==> config.mk <==
export PLATFORM = sky130hd
export DESIGN_NAME = tx_arbiter_flat
export DESIGN_NICKNAME = d
export VERILOG_FILES = /design/src/rtl/tx_arbiter_if.sv /design/src/rtl/tx_arbiter.sv /design/src/flat_wrapper.sv
export SDC_FILE = /design/constraint.sdc
export NUM_CORES = 1
export LEC_CHECK = 0
export ABC_AREA = 1
export CAP_MARGIN = 20
export CORE_MARGIN = 4
export CORE_UTILIZATION = 41
export CTS_BUF_LIST = sky130_fd_sc_hd__clkbuf_8
export DETAILED_ROUTE_END_ITERATION = 8
export GPL_TIMING_DRIVEN = 0
export PLACE_DENSITY = 0.89
export SLEW_MARGIN = 5
export SYNTH_ARGS = -nofsm -noshare
export SYNTH_HDL_FRONTEND = slang
export SYNTH_SLANG_ARGS = --single-unit
==> constraint.sdc <==
create_clock -name clk_125 -period 1.54 [get_ports clk_125]
set_input_delay 0.308 -clock clk_125 [delete_from_list [all_inputs] [get_ports clk_125]]
set_output_delay 0.308 -clock clk_125 [all_outputs]
set_load 0.02 [all_outputs]
==> src/rtl/tx_arbiter_if.sv <==
// Bundle of the requester-side and core-side TLP transmit signals shared by tx_arbiter.
// A requester raises tx_req and holds it; a beat moves when tx_st/tx_end is presented while tx_rdy is high.
interface tx_arbiter_if;
    logic        r0_tx_req;
    logic        r0_tx_rdy;
    logic        r0_tx_st;
    logic        r0_tx_end;
    logic [15:0] r0_tx_data;
    logic        r1_tx_req;
    logic        r1_tx_rdy;
    logic        r1_tx_st;
    logic        r1_tx_end;
    logic [15:0] r1_tx_data;
    logic        tx_req;
    logic        tx_rdy;
    logic        tx_st;
    logic        tx_end;
    logic [15:0] tx_data;

    modport master (
        input  r0_tx_req, r0_tx_st, r0_tx_end, r0_tx_data,
        input  r1_tx_req, r1_tx_st, r1_tx_end, r1_tx_data,
        input  tx_rdy,
        output r0_tx_rdy, r1_tx_rdy,
        output tx_req, tx_st, tx_end, tx_data
    );

    modport slave (
        output r0_tx_req, r0_tx_st, r0_tx_end, r0_tx_data,
        output r1_tx_req, r1_tx_st, r1_tx_end, r1_tx_data,
        output tx_rdy,
        input  r0_tx_rdy, r1_tx_rdy,
        input  tx_req, tx_st, tx_end, tx_data
    );
endinterface

==> src/rtl/tx_arbiter.sv <==
// Two-requester arbiter in front of a PCIe core transmit port: one whole TLP per grant,
// with a one-cycle GAP and re-arbitration between packets.
module tx_arbiter #(
    parameter bit PRIO0 = 1'b0
) (
    input  logic          clk_125,
    input  logic          sys_rst_n,
    tx_arbiter_if.master  bus,
    output logic [1:0]    grant,
    output logic          busy,
    output logic [15:0]   pkt_cnt0,
    output logic [15:0]   pkt_cnt1,
    output logic [1:0]    state
);

    typedef enum logic [1:0] {
        IDLE = 2'd0,
        REQ  = 2'd1,
        XFER = 2'd2,
        GAP  = 2'd3
    } state_t;

    state_t      cur;
    state_t      nxt;
    logic [1:0]  grant_nxt;
    logic        last;
    logic        last_nxt;
    logic        pick;
    logic        done;
    logic        drive;
    logic        g_req;
    logic        g_st;
    logic        g_end;
    logic [15:0] g_data;

    always_comb begin
        g_req  = 1'b0;
        g_st   = 1'b0;
        g_end  = 1'b0;
        g_data = '0;
        if (grant[1]) begin
            g_req  = bus.r1_tx_req;
            g_st   = bus.r1_tx_st;
            g_end  = bus.r1_tx_end;
            g_data = bus.r1_tx_data;
        end else if (grant[0]) begin
            g_req  = bus.r0_tx_req;
            g_st   = bus.r0_tx_st;
            g_end  = bus.r0_tx_end;
            g_data = bus.r0_tx_data;
        end
    end

    // Core-facing signals are only live while a packet is being requested or moved.
    assign drive         = (cur == REQ) || (cur == XFER);
    assign bus.tx_req    = drive & g_req;
    assign bus.tx_st     = drive & g_st;
    assign bus.tx_end    = drive & g_end;
    assign bus.tx_data   = drive ? g_data : 16'h0000;
    assign bus.r0_tx_rdy = grant[0] & bus.tx_rdy;
    assign bus.r1_tx_rdy = grant[1] & bus.tx_rdy;

    // On a tie, last == 1 means requester 1 had the previous turn, so requester 0 goes next.
    assign pick = (bus.r0_tx_req & bus.r1_tx_req) ? (PRIO0 ? 1'b0 : ~last) : ~bus.r0_tx_req;

    always_comb begin
        nxt       = cur;
        grant_nxt = grant;
        last_nxt  = last;
        done      = 1'b0;
        case (cur)
            IDLE: begin
                if (bus.r0_tx_req || bus.r1_tx_req) begin
                    nxt       = REQ;
                    grant_nxt = pick ? 2'b10 : 2'b01;
                    last_nxt  = pick;
                end
            end
            REQ: begin
                if (g_st && bus.tx_rdy) begin
                    nxt  = g_end ? GAP : XFER;
                    done = g_end;
                end else if (!g_req) begin
                    nxt       = IDLE;
                    grant_nxt = 2'b00;
                end
            end
            XFER: begin
                if (g_end) begin
                    nxt  = GAP;
                    done = 1'b1;
                end
            end
            GAP: begin
                nxt       = IDLE;
                grant_nxt = 2'b00;
            end
            default: begin
                nxt       = IDLE;
                grant_nxt = 2'b00;
            end
        endcase
    end

    always_ff @(posedge clk_125) begin
        if (!sys_rst_n) begin
            cur      <= IDLE;
            grant    <= 2'b00;
            last     <= 1'b1;
            pkt_cnt0 <= 16'h0000;
            pkt_cnt1 <= 16'h0000;
        end else begin
            cur   <= nxt;
            grant <= grant_nxt;
            last  <= last_nxt;
            if (done && grant[0]) pkt_cnt0 <= pkt_cnt0 + 16'd1;
            if (done && grant[1]) pkt_cnt1 <= pkt_cnt1 + 16'd1;
        end
    end

    assign busy  = (cur != IDLE);
    assign state = cur;

endmodule

==> src/flat_wrapper.sv <==
// flat-port wrapper written by rule: the top's interface ports become plain ports
module tx_arbiter_flat 
#(
    parameter bit PRIO0 = 1'b0
)
  (clk_125, sys_rst_n, grant, busy, pkt_cnt0, pkt_cnt1, state, bus_r0_tx_req, bus_r0_tx_st, bus_r0_tx_end, bus_r0_tx_data, bus_r1_tx_req, bus_r1_tx_st, bus_r1_tx_end, bus_r1_tx_data, bus_tx_rdy, bus_r0_tx_rdy, bus_r1_tx_rdy, bus_tx_req, bus_tx_st, bus_tx_end, bus_tx_data);
  tx_arbiter_if bus_i ();
  input  logic clk_125;
  input  logic sys_rst_n;
  output logic [1:0] grant;
  output logic busy;
  output logic [15:0] pkt_cnt0;
  output logic [15:0] pkt_cnt1;
  output logic [1:0] state;
  input wire logic [$bits(bus_i.r0_tx_req)-1:0] bus_r0_tx_req;
  input wire logic [$bits(bus_i.r0_tx_st)-1:0] bus_r0_tx_st;
  input wire logic [$bits(bus_i.r0_tx_end)-1:0] bus_r0_tx_end;
  input wire logic [$bits(bus_i.r0_tx_data)-1:0] bus_r0_tx_data;
  input wire logic [$bits(bus_i.r1_tx_req)-1:0] bus_r1_tx_req;
  input wire logic [$bits(bus_i.r1_tx_st)-1:0] bus_r1_tx_st;
  input wire logic [$bits(bus_i.r1_tx_end)-1:0] bus_r1_tx_end;
  input wire logic [$bits(bus_i.r1_tx_data)-1:0] bus_r1_tx_data;
  input wire logic [$bits(bus_i.tx_rdy)-1:0] bus_tx_rdy;
  output wire logic [$bits(bus_i.r0_tx_rdy)-1:0] bus_r0_tx_rdy;
  output wire logic [$bits(bus_i.r1_tx_rdy)-1:0] bus_r1_tx_rdy;
  output wire logic [$bits(bus_i.tx_req)-1:0] bus_tx_req;
  output wire logic [$bits(bus_i.tx_st)-1:0] bus_tx_st;
  output wire logic [$bits(bus_i.tx_end)-1:0] bus_tx_end;
  output wire logic [$bits(bus_i.tx_data)-1:0] bus_tx_data;
  assign bus_i.r0_tx_req = bus_r0_tx_req;
  assign bus_i.r0_tx_st = bus_r0_tx_st;
  assign bus_i.r0_tx_end = bus_r0_tx_end;
  assign bus_i.r0_tx_data = bus_r0_tx_data;
  assign bus_i.r1_tx_req = bus_r1_tx_req;
  assign bus_i.r1_tx_st = bus_r1_tx_st;
  assign bus_i.r1_tx_end = bus_r1_tx_end;
  assign bus_i.r1_tx_data = bus_r1_tx_data;
  assign bus_i.tx_rdy = bus_tx_rdy;
  assign bus_r0_tx_rdy = bus_i.r0_tx_rdy;
  assign bus_r1_tx_rdy = bus_i.r1_tx_rdy;
  assign bus_tx_req = bus_i.tx_req;
  assign bus_tx_st = bus_i.tx_st;
  assign bus_tx_end = bus_i.tx_end;
  assign bus_tx_data = bus_i.tx_data;
  tx_arbiter #(.PRIO0(PRIO0)) u_core (.clk_125(clk_125), .sys_rst_n(sys_rst_n), .bus(bus_i), .grant(grant), .busy(busy), .pkt_cnt0(pkt_cnt0), .pkt_cnt1(pkt_cnt1), .state(state));
endmodule
Word level (Yosys, flattened, before mapping)
Index checks and enable logic that the tools add are counted.
Cells by class
  mux-type cells: 23
  add/sub/neg operators: 2
  bitwise logic cells: 8
  eq/ne operators: 8
  reduce and logical (&&, ||, !) cells: 11
Operators with widths (number)
  16-bit 2-to-1 mux: 3
  16-bit by 1-bit adder with 16-bit output (second input constant): 2
  2-bit 2-to-1 mux: 7
  1-bit 2-to-1 mux: 10
  2-bit case mux with 4 select lines: 1
  1-bit AND: 6
  2-bit case mux with 3 select lines: 1
  2-bit == test (second input constant): 2
  2-bit by 1-bit != test with 1-bit output (second input constant): 2
  2-bit != test (second input constant): 2
  4-bit AND reduction: 1
  1-bit logical AND: 3
  3-bit != test (second input constant): 1
  3-bit AND reduction: 1
  3-bit nonzero test: 1
  2-bit by 1-bit == test with 1-bit output (second input constant): 1
  2-bit zero test: 1
  1-bit logical OR: 2
  1-bit NOT: 2
  1-bit case mux with 2 select lines: 1
  2-bit AND reduction: 1
  2-bit nonzero test: 1
Storage, ports and cells
  register bits: 37
  output and inout bits: 58

Logic depth before layout (Yosys ltp)
Gate-level depths: netlist of the first run.
  depth after elaboration: 6
  gate-level depth with buffers: 10
  depth with buffers taken out: 9

Worst setup path after synthesis of the first run
OpenSTA, ideal clock, no wires.
  path kind: register to register
  from: reg u_core.cur[0], in the netlist u_core.state[0]
  to: reg u_core.pkt_cnt1[11]
  path buffers: 1
  period minus slack after synthesis: 1903 ps
  setup time: 132 ps
  stages on the path, launching flop included: 9
  setup slack: -363 ps
  required time: 1408 ps
  arrival: 1771 ps
  path through: dfxtp_1 inv_1 ha_1 inv_2 nor2_4 nand3_1 buf_2 nand2_1 a21oi_1
Between the ends
  longest elaborated chain between the ends: 3
Ends and longest elaborated chain
  from (decl): line tx_arbiter.sv:23  | state_t cur;
  from (signal assigned): line tx_arbiter.sv:113  | cur <= nxt;
  2-bit == test or 2-bit by 1-bit == test with 1-bit output (tied branches): line tx_arbiter.sv:71  | case (cur)
  1-bit case mux with 2 select lines (*): line tx_arbiter.sv:71
  1-bit logical AND (*): line tx_arbiter.sv:117  | if (done && grant[1]) pkt_cnt1 <= pkt_cnt1 + 16'd1;
  to (signal assigned): line tx_arbiter.sv:117
  to (decl): line tx_arbiter.sv:12  | output logic [15:0] pkt_cnt1,
Mark *: on every way between the ends. The rest lies on a longest branch, timed or not.
A chain may end at the register's enable or synchronous reset.

==> metrics, run 1 <==
Post-Syn Area per Cell=6.110 µm²; status=complete, but fails checks; final WL=9.005 mm; GRT Util Overall=0.2323; Setup crit start kind=flip-flop; top cell type's share of synthesized area=0.3001; DR WL/cell=14.59 µm; share of cells above drive strength 1=0.2569; setup slack, reg-to-reg=-0.13 ns; crit-path max FO=11; crit share post-route=1.143; DP Wirelength=5.880 mm; Slew headroom=0.6149; final hold violations=0; clock skew=0.01111 ns; post-synth cell types=24; largest net degree at the start of global routing=12; clock network power share=0.145; initial antenna violation count=0; synthesized area=0.002469 mm²; RSZ-0062 raised after global routing=true; nets=591; Port Buffers=98; number of synthesized flops with an enable pin=0; clk buf depth=2; Yosys warning count=0; clk_lat worst skew=0.29 ns; ANT cells=0; drt drc=0; Synth area leader=dfxtp_1; failing checks=setup timing; Core Rows=27; #FFs+latches synth=37; CP arrival=1.45 ns; hold_ws=0.4755 ns; global route overflow=0; Switch Pwr=2.243 mW; CTS root buffer=clkbuf_8; Routed Antenna Nets=0; Req. time, crit path=1.23 ns; Fillers=418; Lkg Pwr=1.835 nW; initial core utilization=0.4350; CTS Sinks=37; Syn-to-layout area delta=74.51%; Crit Path Category=flip-flop to primary output; DIE AREA=0.007327 mm²; Post-Syn Nets=451; aggregate negative setup slack=-5.804 ns; Seq/Total Area, Yosys=0.3001; RR Endpoint=u_core.pkt_cnt1[5]; endpoints failing setup=48; Critical path destination=bus_tx_data[10]; max cap viols=0; asr flop ratio synth=0; die height=85.60 µm; post-route setup slack=-0.2195 ns; internal power=3.003 mW; CTS Buf Count=5; CTS tree=built; part of the power in registers=0.208; vias in the first global route=3,247; Clock Pin Slew Worst Setup and Hold Paths=0.08 ns; ranking of synthesized cells by area=dfxtp_1 30%, nand2_1 24%, a21oi_1 10%; f_max=568.3 MHz; most frequent cell after synthesis=nand2_1; Via-to-Cell Ratio=5.259; H-tree depth=2; Reg2Reg Depth=10; final weighted congestion in routability-driven placement=0.9401; Crit. End Element=primary output; ys flop type=dfxtp_1; Comb pwr share=0.647; switching power share of the total=0.4276; first-pass GRT wire length=14.06 mm; DR vias=3,245; core area=0.005675 mm²; Post-Syn Instances=404; top cells by count, synth=159 x nand2_1, 50 x a21oi_1, 37 x dfxtp_1; Hold Crit Class=flip-flop to flip-flop; Max VDD drop=1.117 mV; Ports=99; pre-CTS setup slack=-0.7707 ns; width of the chip=85.60 µm; Final Max Slew Viols=0; DRT Pass-1 Iters=4; first-iteration detailed-routing DRC count=169; power per cell area=1218 mW/mm²; fin crit period=1.759 ns; worst slew pin tran=0.5777 ns; fin util=0.7590
layer usage:
| metal | global-route usage | wire length, µm |
|---|---|---|
| met5 | 0 | 0 |
| met1 | 0.2321 | 3245 |
| met3 | 0.07973 | 756 |
| met4 | 0.1151 | 218 |
| met2 | 0.4258 | 4785 |
placed cells by master, fill, tap and decap left out, types with 8 or more instances in the layout:
cell type / count
nand2_1: 143
clkdlybuf4s50_1: 39
dlygate4sd2_1: 37
dfxtp_1: 32
a21oi_1: 31
buf_4: 30
nor2_1: 29
buf_6: 28
inv_1: 25
nand2_2: 15
nand3_1: 15
xnor2_1: 13
a21oi_2: 11
nand4_1: 11
a21oi_4: 8
xor2_1: 8
clkbuf_8: 8
flip-flops by register name, summed over array words and instances, names as in the netlist, named ones only:
register	count
u_core.pkt_cnt0	16
u_core.pkt_cnt1	16
u_core.grant	2
u_core.last	1
u_core.state	1
cell type report:
type	instances	area (µm²)	area share
inverter	32	140.1	0.03253
buffer	11	117.6	0.02730
sequential	37	754.5	0.1751
tap	72	90.09	0.02091
multi-input combinational	323	1828	0.4243
timing repair buffer	134	1276	0.2963
clock inverter	1	5.005	0.001162
clock buffer	7	96.34	0.02236
repair_timing:
action | in CTS | in global routing
gates resized for setup | 201 | 34
buffers inserted | 27 | 4
endpoints found under the setup margin | 91 | 57
gates cloned | 5 | 0
hold buffers | 0 | 0
pin swaps | 9 | 9
critical path, stage by stage (launching register included):
cell and delay [ns]:
dfxtp_4 0.37, inv_4 0.04, ha_4 0.28, inv_8 0.06, buf_16 0.15, a21oi_4 0.12
buf_6 0.14
worst min-delay path by stage:
stage	startpoint	end	slack, ns	depth (start not counted)
floorplan	sys_rst_n	flip-flop	0.42	2
global placement	u_core.last	u_core.last	0.45	2
detailed placement	u_core.last	u_core.last	0.46	2
CTS	u_core.last	u_core.last	0.48	2
global route	u_core.last	u_core.last	0.50	2
finish	u_core.last	u_core.last	0.48	2
power by group through the flow:
stage | Combinational [mW] | Clock [mW] | Sequential [mW]
after CTS | 3.15 | 0.761 | 1.09
final | 3.39 | 0.760 | 1.09
after global routing | 3.61 | 0.820 | 1.10
after detailed placement | 2.30 | 0 | 1.13
after global placement | 2.27 | 0 | 1.14
after floorplan | 1.44 | 0 | 1.18
kinds of logic after synthesis:
kind of cell / Yosys count / synth area share
buffers and inverters: 44 / 0.07146
AOI/OAI and AO/OA: 58 / 0.1201
DFF: 37 / 0.3001
xor gates and xnor gates: 21 / 0.07451
and+or+nand+nor: 238 / 0.4034
adders and majority gates: 6 / 0.03041
per-stage QoR:
stage / power (mW) / cell area, µm² / std cells
2_1_floorplan: 2.622 / 2653 / 404
3_3_place_gp: 3.405 / 3724 / 574
3_5_place_dp: 3.435 / 3724 / 574
4_1_cts: 4.998 / 4184 / 614
5_1_grt: 5.526 / 4308 / 617
6_report: 5.246 / 4308 / 617
No activity file was read; power rests on OpenSTA's default activity.
==> run 2: changes to the inputs <==
ABC_CLOCK_PERIOD_IN_PS = 1540   (was default)
==> results of run 2 <==
Same layout as run 1: the final DEF is identical, and so are final timing and power.
